`config.mk`:
```
export PLATFORM = sky130hd
export DESIGN_NAME = taxi_ride_ctrl
export DESIGN_NICKNAME = d
export VERILOG_FILES = /design/src/rtl/taxi_ride_ctrl.sv
export SDC_FILE = /design/constraint.sdc
export NUM_CORES = 1
export LEC_CHECK = 0
export BUFFER_PORTS_ARGS = -buffer_cell sky130_fd_sc_hd__buf_2
export CORE_MARGIN = 5
export CORE_UTILIZATION = 50
export DETAILED_ROUTE_END_ITERATION = 16
export PLACE_DENSITY = 0.67
export SLEW_MARGIN = 20
export SYNTH_ARGS = -nofsm -noshare
export SYNTH_HDL_FRONTEND = slang
export SYNTH_SLANG_ARGS = --single-unit
```
`constraint.sdc`:
```
create_clock -name clk_M -period 3.23 [get_ports clk_M]
set_input_delay 0.323 -clock clk_M [delete_from_list [all_inputs] [get_ports clk_M]]
set_output_delay 0.323 -clock clk_M [all_outputs]
set_load 0.01 [all_outputs]
```
`src/rtl/taxi_ride_ctrl.sv`:
```
// Ride sequencer for the taxi meter: ride state machine, stepper drive and fare strobes.
// Latency: every output is registered; a state change shows 1 cycle after the inputs are sampled.
// Backpressure: none; strobes are single-cycle pulses and the downstream counters must take them as they come.
//
// Ports:
//   clk_M      system clock
//   reset      async active-high, clears all state
//   start      1 = ride active, 0 forces IDLE
//   pause      freeze the ride
//   waitL      waiting at a light, accrue wait time
//   speedup    step rate multiplier 2^speedup
//   Dir        0 = forward phase order, 1 = reverse
//   StepDrive  stepper coil drive
//   state      0 IDLE, 1 RUN, 2 PAUSE, 3 WAIT
//   meter_en   high whenever the ride is not IDLE
//   new_ride   1-cycle pulse on IDLE->RUN
//   dist_tick  1-cycle pulse per distance unit
//   wait_tick  1-cycle pulse per wait unit
//
// Build option: define TAXI_CTRL_HALFSTEP_EN for the 8-phase half-step sequence.
// In that build a distance unit is twice as many (half-)steps, so the distance per tick is unchanged.

module taxi_ride_ctrl #(
  parameter int STEP_DIV_BASE  = 50000,
  parameter int STEPS_PER_UNIT = 200,
  parameter int WAIT_UNIT_CYC  = 25000000
) (
  input  logic       clk_M,
  input  logic       reset,
  input  logic       start,
  input  logic       pause,
  input  logic       waitL,
  input  logic [1:0] speedup,
  input  logic       Dir,
  output logic [3:0] StepDrive,
  output logic [1:0] state,
  output logic       meter_en,
  output logic       new_ride,
  output logic       dist_tick,
  output logic       wait_tick
);

`ifdef TAXI_CTRL_HALFSTEP_EN
  localparam int PH_W       = 3;
  localparam int UNIT_STEPS = 2 * STEPS_PER_UNIT;
`else
  localparam int PH_W       = 2;
  localparam int UNIT_STEPS = STEPS_PER_UNIT;
`endif
  localparam int PRE_W = $clog2(STEP_DIV_BASE + 1);
  localparam int STP_W = $clog2(UNIT_STEPS + 1);
  localparam int WT_W  = $clog2(WAIT_UNIT_CYC + 1);

  typedef enum logic [1:0] {
    S_IDLE  = 2'd0,
    S_RUN   = 2'd1,
    S_PAUSE = 2'd2,
    S_WAIT  = 2'd3
  } state_t;

  state_t            cur_st, nxt_st;
  logic [PRE_W-1:0]  pre_q, pre_nxt;
  logic [STP_W-1:0]  stp_q, stp_nxt;
  logic [WT_W-1:0]   wt_q, wt_nxt;
  logic [PH_W-1:0]   ph_q, ph_nxt;
  logic              dist_nxt, wait_nxt;
  logic [PRE_W-1:0]  limit_m1;

  // Phase index to coil pattern.
  function automatic logic [3:0] phase_drive(input logic [PH_W-1:0] idx);
    logic [3:0] d;
`ifdef TAXI_CTRL_HALFSTEP_EN
    case (idx)
      3'd0:    d = 4'b0001;
      3'd1:    d = 4'b0011;
      3'd2:    d = 4'b0010;
      3'd3:    d = 4'b0110;
      3'd4:    d = 4'b0100;
      3'd5:    d = 4'b1100;
      3'd6:    d = 4'b1000;
      default: d = 4'b1001;
    endcase
`else
    case (idx)
      2'd0:    d = 4'b0001;
      2'd1:    d = 4'b0010;
      2'd2:    d = 4'b0100;
      default: d = 4'b1000;
    endcase
`endif
    return d;
  endfunction

  // Last prescaler value of a step period at the current speed.
  assign limit_m1 = PRE_W'((STEP_DIV_BASE >> speedup) - 1);

  // Next-state logic; start low overrides everything.
  always_comb begin
    nxt_st = cur_st;
    if (!start) begin
      nxt_st = S_IDLE;
    end else begin
      case (cur_st)
        S_IDLE:  nxt_st = S_RUN;
        S_RUN: begin
          if (pause)      nxt_st = S_PAUSE;
          else if (waitL) nxt_st = S_WAIT;
        end
        S_PAUSE: begin
          if (!pause)     nxt_st = waitL ? S_WAIT : S_RUN;
        end
        S_WAIT: begin
          if (pause)      nxt_st = S_PAUSE;
          else if (!waitL) nxt_st = S_RUN;
        end
        default: nxt_st = S_IDLE;
      endcase
    end
  end

  // Counters advance according to the state currently held. Dropping start
  // clears them on the same edge so the IDLE cycle already shows a clean ride
  // and no strobe leaks out of an aborted ride. Phase index survives IDLE so
  // the motor resumes from the coil it stopped on.
  always_comb begin
    pre_nxt  = pre_q;
    stp_nxt  = stp_q;
    wt_nxt   = wt_q;
    ph_nxt   = ph_q;
    dist_nxt = 1'b0;
    wait_nxt = 1'b0;
    if (!start || cur_st == S_IDLE) begin
      pre_nxt = '0;
      stp_nxt = '0;
      wt_nxt  = '0;
    end else if (cur_st == S_RUN) begin
      // >= rather than == so a speed increase mid-count steps at once.
      if (pre_q >= limit_m1) begin
        pre_nxt = '0;
        ph_nxt  = Dir ? ph_q - PH_W'(1) : ph_q + PH_W'(1);
        if (stp_q >= STP_W'(UNIT_STEPS - 1)) begin
          stp_nxt  = '0;
          dist_nxt = 1'b1;
        end else begin
          stp_nxt = stp_q + STP_W'(1);
        end
      end else begin
        pre_nxt = pre_q + PRE_W'(1);
      end
    end else if (cur_st == S_WAIT) begin
      if (wt_q >= WT_W'(WAIT_UNIT_CYC - 1)) begin
        wt_nxt   = '0;
        wait_nxt = 1'b1;
      end else begin
        wt_nxt = wt_q + WT_W'(1);
      end
    end
  end

  always_ff @(posedge clk_M or posedge reset) begin
    if (reset) begin
      cur_st    <= S_IDLE;
      pre_q     <= '0;
      stp_q     <= '0;
      wt_q      <= '0;
      ph_q      <= '0;
      StepDrive <= 4'b0000;
      meter_en  <= 1'b0;
      new_ride  <= 1'b0;
      dist_tick <= 1'b0;
      wait_tick <= 1'b0;
    end else begin
      cur_st    <= nxt_st;
      pre_q     <= pre_nxt;
      stp_q     <= stp_nxt;
      wt_q      <= wt_nxt;
      ph_q      <= ph_nxt;
      // Outputs are built from next values so they line up with the state output.
      StepDrive <= (nxt_st == S_RUN) ? phase_drive(ph_nxt) : 4'b0000;
      meter_en  <= (nxt_st != S_IDLE);
      new_ride  <= (cur_st == S_IDLE) && (nxt_st == S_RUN);
      dist_tick <= dist_nxt;
      wait_tick <= wait_nxt;
    end
  end

  assign state = cur_st;

endmodule
```
# Yosys cells after proc, flatten, opt, wreduce, memory -nomap -nowiden

Cells that the tools add are included.

Bits of input ports: 8
Bits in registers: 61
Output and inout bits: 10
Logic and storage cells: 71

$add $sub $neg: 6
$lt $le $gt $ge: 3
Equal/unequal tests: 7
Shift operators: 1
Reductions and logical operators: 11
Multiplexer cells: 33

Operators by type and width:

| operator                                                             | count |
|---|---|
| 25-bit two-way mux                                                   | 4 |
| 16-bit two-way mux                                                   | 3 |
| 8-bit two-way mux                                                    | 4 |
| 25-bit by 1-bit adder with 25-bit output, second input constant      | 1 |
| 25-bit >= comparator, second input constant                          | 1 |
| 2-bit two-way mux                                                    | 11 |
| 16-bit by 1-bit adder with 16-bit output, second input constant      | 1 |
| 16-bit >= comparator                                                 | 1 |
| 16-bit by 2-bit >> shifter with 16-bit output, first input constant  | 1 |
| 16-bit by 2-bit subtractor with 16-bit output, second input constant | 1 |
| 4-bit one-hot mux with 3 select lines                                | 1 |
| 8-bit by 1-bit adder with 8-bit output, second input constant        | 1 |
| 8-bit >= comparator, second input constant                           | 1 |
| 1-bit two-way mux                                                    | 8 |
| 2-bit one-hot mux with 4 select lines                                | 1 |
| 2-bit nonzero test                                                   | 4 |
| 2-bit by 1-bit == test with 1-bit output, second input constant      | 3 |
| 2-bit == test, second input constant                                 | 3 |
| 2-bit zero test                                                      | 2 |
| 4-bit two-way mux                                                    | 1 |
| 2-bit AND reduction                                                  | 2 |
| 2-bit by 1-bit adder with 2-bit output, second input constant        | 1 |
| 2-bit inequality test, second input constant                         | 1 |
| 2-bit by 1-bit subtractor with 2-bit output, second input constant   | 1 |
| other kinds (3)                                                      | 3 |

# Longest topological paths before layout

Gate-level depths: netlist of the first run.

Word-level depth: 9
Gate-level depth with buffers: 12
Gate-level depth less buffers: 11

# Worst setup path before layout of the first run

No wires, ideal clock.

Kind: input-to-reg
Start point: in speedup[1]
End point: reg pre_q[14]
Data required time: 3161 ps
Path buffers: 0
Setup slack: 784 ps
Arrival time: 2376 ps
Stages: 10
Library setup time: 69 ps
Cells stage by stage: inv_1 > ha_1 > inv_1 > ha_1 > a41oi_1 > o21ai_0 > a211oi_1 > nand2_1 > or4_2 > nand3_1

Cells in the longest elaborated chain, start to end: 6

RTL lines:

| element                                       | RTL line | text |
|---|---|---|
| start, declared                               | 33       | `input logic [1:0] speedup,` |
| 16-bit by 2-bit >> shifter with 16-bit output | 95       | `assign limit_m1 = PRE_W'((STEP_DIV_BASE >> speedup) - 1);` |
| 16-bit by 2-bit subtractor with 16-bit output | 95       |  |
| 16-bit >= comparator                          | 138      | `if (pre_q >= limit_m1) begin` |
| 16-bit two-way mux                            | 138      |  |
| 16-bit two-way mux                            | 136      | `end else if (cur_st == S_RUN) begin` |
| 16-bit two-way mux                            | 132      | `if (!start \|\| cur_st == S_IDLE) begin` |
| end signal, assigned                          | 174      | `pre_q <= pre_nxt;` |
| end, declared                                 | 62       | `logic [PRE_W-1:0] pre_q, pre_nxt;` |

No other way between the ends. The select of a mux whose other input is x is not followed.
A chain may end at the register's enable or synchronous reset.

# Worst setup path after layout of the first run

Ends and elaborated chain as after synthesis.

==> impl_results.md, run 1 <==
* Status: completed
* Commonest non-fill, non-tap cell in the layout: dfrtp_1
* Most frequent cells in the layout: 61 x dfrtp_1, 41 x nand2_1, 33 x nor2_1
* PwrDens at 414.6 nW/um^2
* Final GP Congestion at 0.8602
* R2r setup slk at 0.70 ns
* Post-synth top area share at 41.19%
* CTS Hold Buffers Added at 0
* Antenna cells at 0
* Area Overhead vs Synth at 9.284%
* CTS max path bufs at 2
* CP Cell Sequence: buf_2, inv_1, ha_1, inv_1, ha_1, a21oi_1, nand3_1, a22oi_1, nand2_1, or4_2, nand3_1
* Routed Antenna Nets at 0
* Max Freq at 0.3899 GHz
* Post-synthesis sequential area ratio at 41.19%
* Clock share of power at 45.6%
* Synthesized cell area at 3706 um^2
* Floorplan row count at 31
* MaxCap Viol Count at 0
* Total negative slack at 0 ns
* Buf/Inv on CP at 3
* Logic pwr share at 7.7%
* Leading post-synthesis cells by cell area: dfrtp_1 41%, ha_1 8.1%, nand2_1 4.2%
* Fin crit share at 79.40%
* Final Hold Viols at 0
* Post-synth net total at 448
* Area leader, netlist: dfrtp_1
* Critical path class: in2reg
* Sequential Power Share at 46.6%
* CP arrival at 2.84 ns
* Sw frac at 23.37%
* Die Y at 96.10 um
* # fillers at 672
* Starting density of the core at 51.10%
* Leak at 1.789 nW
* Register bit total from synthesis at 61
* Largest net degree at the start of global routing at 35
* Crit Path Max Fanout at 7
* Number of global-route vias before repair at 3020
* Post-synth ARST share at 100.0%
* Via density at 5.836
* Area of placed instances at 3825 um^2
* Ys flop type: dfrtp_1
* Hold Slack at 0.09934 ns
* Layout net count at 463
* Top Ports at 18
* Fin cells at 535
* Cells after Synth at 416
* Detailed placement HPWL at 5.829 mm
* GRT Total Usage at 19.65%
* H-Tree Depth at 3
* Slew Viols, Final at 0
* Cell count of the worst reg-to-reg path at 8
* Routed WL at 8.057 mm
* # DRC at 0
* Reg-to-reg endpoint: wt_q[5]
* Synth Area per Inst at 8.909 um^2
* Clock transition at the registers of the reported paths at 0.07 ns
* Slew @ Worst Pin at 0.7180 ns
* Grt ovf at 0
* Per-cell routed wire length at 15.06 um
* CTS root buf: clkbuf_8
* Worst Skew at 0.006016 ns
* First-pass GRT wire length at 14.22 mm
* Die Area at 9234 um^2
* FF-to-FF Start: wt_q[0]
* Worst setup EP type: flip-flop
* CTS buffer count at 9
* P_int at 1.287 mW
* Unrepaired setup endpoints after global routing: no
* Die width at 96.10 um
* Post-synthesis cell type count at 59
* Max incr delay on CP at 0.62 ns
* Critical-path cell with the highest stage delay: or4_2
* Initial DRC count at 159
* Sw power at 0.3924 mW
* 1st-pass router iterations at 4
* Vias at 3122
* Core area at 7253 um^2
* PortBufs at 17
* Synth warn at 0
* Clk sinks at 61
* Rel. slew slack at 52.06%
* Layout cell share with drive strength beyond 1 at 10.78%
* Maximum vdd ir drop at 210.9 uV
* Postcts setup bufs at 0
* CTS tree: yes
* Fin crit period at 2.565 ns
* CP top delay family: simple AND/OR/NAND/NOR gates
* Crit start category: input pin
* Initial antenna violation count at 0
* Clock Latency Late Sink at 0.34 ns
* Post-cts sizing count at 0
* Data required, critical path at 3.50 ns
* DP Cell Count at 519
* Fin area at 4050 um^2
* Post-synth EDFFs at 0
* Hold/Removal Path Class: in2async
* Final setup fails at 0
==> synth_stat cells, types with 3 or more instances <==
| cell type | n |
|---|---|
| a21o_1 | 4 |
| a21oi_1 | 25 |
| a22o_1 | 4 |
| a31oi_1 | 12 |
| a41oi_1 | 3 |
| and2_1 | 4 |
| and3_1 | 7 |
| and4_1 | 5 |
| buf_4 | 4 |
| buf_6 | 3 |
| clkbuf_1 | 5 |
| dfrtp_1 | 61 |
| ha_1 | 24 |
| inv_1 | 15 |
| nand2_1 | 41 |
| nand2b_1 | 4 |
| nand3_1 | 30 |
| nand3b_1 | 3 |
| nand4_1 | 14 |
| nor2_1 | 33 |
| nor3_1 | 13 |
| nor3b_1 | 3 |
| nor4_1 | 3 |
| o21ai_0 | 30 |
| o31ai_1 | 4 |
| or3_1 | 10 |
| xnor2_1 | 4 |
| xor2_1 | 11 |
==> per-layer routing <==
| layer | vias up | GRT usage, % | share of wire [%] |
|---|---|---|---|
| li1 | 1555 | - | - |
| met1 | 1493 | 28.53 | 52 |
| met2 | 62 | 28.98 | 42 |
| met3 | 12 | 3.675 | 4.1 |
| met4 | 0 | 7.346 | 1.8 |
| met5 | - | 0 | 0 |
==> final cells by class <==
type / count / area [um^2] / share of cell area, %
timing repair buffer: 21 / 115.1 / 2.842
inverter: 15 / 56.30 / 1.390
sequential: 61 / 1526 / 37.69
clock buffer: 12 / 155.1 / 3.831
tap: 99 / 123.9 / 3.058
multi-input combinational: 323 / 2003 / 49.46
clock inverter: 4 / 70.07 / 1.730
==> through the flow <==
stage | total power [mW] | util (%) | setup WS, ns
finish | 1.679 | 55.84 | 0.6653
global route | 1.751 | 55.84 | 0.4511
CTS | 1.701 | 55.84 | 0.7105
detailed placement | 0.9282 | 52.73 | 0.3603
global placement | 0.9233 | 52.73 | 0.4788
floorplan | 0.8899 | - | 0.7842
==> worst max path at each step <==
stage	start	end	slack, ns	cells past startpoint
after detailed placement	speedup[1]	pre_q[14]	0.36	12
after global placement	speedup[1]	pre_q[14]	0.48	11
after floorplan	speedup[1]	pre_q[14]	0.78	10
after CTS	wt_q[0]	wt_q[8]	0.71	8
final	speedup[1]	pre_q[14]	0.67	11
after global routing	wt_q[0]	wt_q[5]	0.45	8
==> flip-flops by register name, summed over array words and instances, names as in the netlist <==
name	cells
wt_q	25
pre_q	16
stp_q	8
StepDrive	4
ph_q	2
state	2
dist_tick	1
meter_en	1
new_ride	1
wait_tick	1
==> power by group through the flow <==
stage	Combinational (mW)	Sequential, mW	Clock [mW]
4_1_cts	0.131	0.783	0.787
3_5_place_dp	0.131	0.797	0
5_1_grt	0.150	0.784	0.817
6_report	0.130	0.783	0.766
3_3_place_gp	0.126	0.797	0
2_1_floorplan	0.0938	0.796	0
==> kinds of logic (layout without fill, tap and decap cells) <==
logic type	Yosys count	count (layout)	share of synthesized area, %
and+or+nand+nor	184	184	25.79
other	1	1	0.1012
buffers and inverters	32	52	4.760
adders and majority gates	24	24	8.103
AOI/OAI and AO/OA	99	99	16.51
DFF	61	61	41.19
xor gates and xnor gates	15	15	3.545
No activity file was read; power rests on OpenSTA's default activity.
==> inputs of run 2 (changes only) <==
--- a/config.mk
+++ b/config.mk
@@ -9,7 +9,7 @@
 export CORE_MARGIN = 5
 export CORE_UTILIZATION = 50
 export DETAILED_ROUTE_END_ITERATION = 16
-export PLACE_DENSITY = 0.67
+export PLACE_DENSITY = 0.7
 export SLEW_MARGIN = 20
 export SYNTH_ARGS = -nofsm -noshare
 export SYNTH_HDL_FRONTEND = slang
==> constraint.sdc (replaced) <==
create_clock -name clk_M -period 2.1 [get_ports clk_M]
set_input_delay 0.21 -clock clk_M [delete_from_list [all_inputs] [get_ports clk_M]]
set_output_delay 0.21 -clock clk_M [all_outputs]
set_load 0.01 [all_outputs]
==> run 2 against run 1 <==
Compared with the run above: combinational power is 110% higher; final cell count increased by 9.9%; setup slack got worse by 0.62 ns; via count grew 8.3%; power up 43%; hold slack improved by 0.0047 ns; largest power group unchanged; largest cell class unchanged; utilization grew 9.5 points; design area rose by 17%; critical path type is now reg2reg; flip-flop and latch count did not move; clock skew increased by 0.0029 ns; register-to-register slack got worse by 0.65 ns; critical endpoint is now StepDrive[1].
==> impl_results.md, run 2 (same netlist as run 1, synthesis figures left out) <==
* Core area at 7253 um^2 (unchanged)
* Number of global-route vias before repair at 3217 (was 3020)
* Clock Latency Late Sink at 0.35 ns (was 0.34 ns)
* Final Hold Viols at 0 (unchanged)
* Crit start category: flip-flop (was input pin)
* Top Ports at 18 (unchanged)
* Routed WL at 9.002 mm (was 8.057 mm)
* CTS buffer count at 9 (unchanged)
* Detailed placement HPWL at 6.173 mm (was 5.829 mm)
* Die Y at 96.10 um (unchanged)
* Fin crit period at 2.052 ns
* Maximum vdd ir drop at 426.7 uV (was 210.9 uV)
* # DRC at 0 (unchanged)
* CTS root buf: clkbuf_8 (unchanged)
* PortBufs at 17 (unchanged)
* Hold/Removal Path Class: in2reg (was in2async)
* Starting density of the core at 51.10% (unchanged)
* 1st-pass router iterations at 4 (unchanged)
* Via density at 5.750 (was 5.836)
* Slew Viols, Final at 0 (unchanged)
* Floorplan row count at 31 (unchanged)
* Clk sinks at 61 (unchanged)
* Die width at 96.10 um (unchanged)
* Slew @ Worst Pin at 0.5475 ns (was 0.7180 ns)
* Data required, critical path at 2.37 ns (was 3.50 ns)
* Antenna cells at 0 (unchanged)
* Worst setup EP type: flip-flop (unchanged)
* Grt ovf at 0 (unchanged)
* Clock transition at the registers of the reported paths at 0.06 ns (was 0.07 ns)
* Post-layout util at 65.31% (was 55.84%)
* Largest net degree at the start of global routing at 26 (was 35)
* Fin crit share at 97.72%
* First-pass GRT wire length at 15.01 mm (was 14.22 mm)
* CTS tree: yes (unchanged)
* Top reg by flops: wt_q (unchanged)
* Max reg flops at 25 (unchanged)
* Critical-path cell with the highest stage delay: dfrtp_1 (was or4_2)
* GRT Total Usage at 20.73% (was 19.65%)
* PwrDens at 507.1 nW/um^2 (was 414.6 nW/um^2)
* Initial DRC count at 202 (was 159)
* Area Overhead vs Synth at 27.82% (was 9.284%)
* Unrepaired setup endpoints after global routing: yes (was no)
* Max incr delay on CP at 0.41 ns (was 0.62 ns)
* Die Area at 9234 um^2 (unchanged)
* Biggest regs: wt_q: 25 flops, pre_q: 16 flops, stp_q: 8 flops (unchanged)
* Final setup fails at 0 (unchanged)
* Worst Skew at 0.008896 ns (was 0.006016 ns)
* Leak at 2.103 nW (was 1.789 nW)
* Vias at 3381 (was 3122)
* Max Freq at 0.4873 GHz
* CP arrival at 2.32 ns (was 2.84 ns)
* MaxCap Viol Count at 0 (unchanged)
* CP Cell Sequence: ha_4, nand4_1, nor3_2, a22oi_2, a21o_1, or3_1, a21oi_2 (was buf_2, inv_1, ha_1, inv_1, ha_1, a21oi_1, nand3_1, a22oi_1, nand2_1, or4_2, nand3_1)
* H-Tree Depth at 3 (unchanged)
* CTS max path bufs at 2 (unchanged)
* Routed Antenna Nets at 0 (unchanged)
* Critical path class: reg2reg (was in2reg)
* Layout cell share with drive strength beyond 1 at 29.86% (was 10.78%)
* Total power at 2.402 mW (was 1.679 mW)
* Final GP Congestion at 0.8715 (was 0.8602)
* Per-cell routed wire length at 15.31 um (was 15.06 um)
* Initial antenna violation count at 0 (unchanged)
* Status: completed (unchanged)
* Layout net count at 518 (was 463)
* Most frequent cells in the layout: 59 x dfrtp_1, 59 x buf_4, 40 x nand2_1 (was 61 x dfrtp_1, 41 x nand2_1, 33 x nor2_1)
* Rel. slew slack at 63.26% (was 52.06%)
* Crit Path Max Fanout at 5 (was 7)
-- run 2: per-layer routing --
metal	part of all wire (%)	routed length (um)	track usage [%]	up-vias
met5	0	0	0	-
met4	1.2	105	7.701	0
met3	4.6	418	4.144	10
met2	44	4000	29.56	80
met1	50	4478	30.85	1630
li1	-	-	-	1661
-- run 2: through the flow --
step	cells	setup WS, ns	hold slack, ns	area (um^2)	TNS [ns]
6_report	588	0.04780	0.1040	4737	0
5_1_grt	588	-0.07722	0.1207	4737	-0.3275
4_1_cts	580	-0.003180	0.08770	4448	-0.005240
3_5_place_dp	565	-0.4175	0.2688	4245	-8.362
3_3_place_gp	565	-0.3447	0.2572	4245	-5.748
2_1_floorplan	416	-0.05662	0.3418	3791	-0.1012
-- run 2: report_power, final --
part / internal [mW] / switching [mW] / total (mW)
logic: 0.106 / 0.171 / 0.277
clock network: 0.476 / 0.449 / 0.924
registers: 1.19 / 0.0119 / 1.20
total: 1.77 / 0.632 / 2.40
-- run 2: worst paths after layout --
| check | start | to | slack (ns) | cells past startpoint |
|---|---|---|---|---|
| worst max register to register | pre_q[9] | StepDrive[1] | 0.05 | 7 |
| min in group asynchronous | reset | wt_q[12] | 0.44 | 3 |
| worst min register to register | wt_q[14] | wt_q[14] | 0.48 | 1 |
| worst max-delay path | pre_q[9] | StepDrive[1] | 0.05 | 7 |
| worst min-delay path | waitL | state[1] | 0.10 | 3 |
| max in group asynchronous | reset | dist_tick | 0.94 | 4 |
-- run 2: timing repair --
action,in CTS,in global routing
buffers inserted,0,9
pin swaps,2,14
setup endpoints to repair,16,49
endpoints found under the hold margin,21,0
hold buffers,1,0
gates resized for setup,6,51
-- run 2: worst max-delay path: cells and delay by family (launching register included) --
kind	cells	cell delay, ns
compound gates	3	0.51
flops	1	0.41
simple gates	3	0.77
fa+ha+maj	1	0.28
-- run 2: final cells by class --
cell class | count | area, um^2
inverter | 15 | 58.81
clock inverter | 2 | 10.01
sequential | 61 | 1529
tap | 99 | 123.9
clock buffer | 12 | 155.1
multi-input combinational | 323 | 2321
fill | 606 | 2516
timing repair buffer | 76 | 539.3
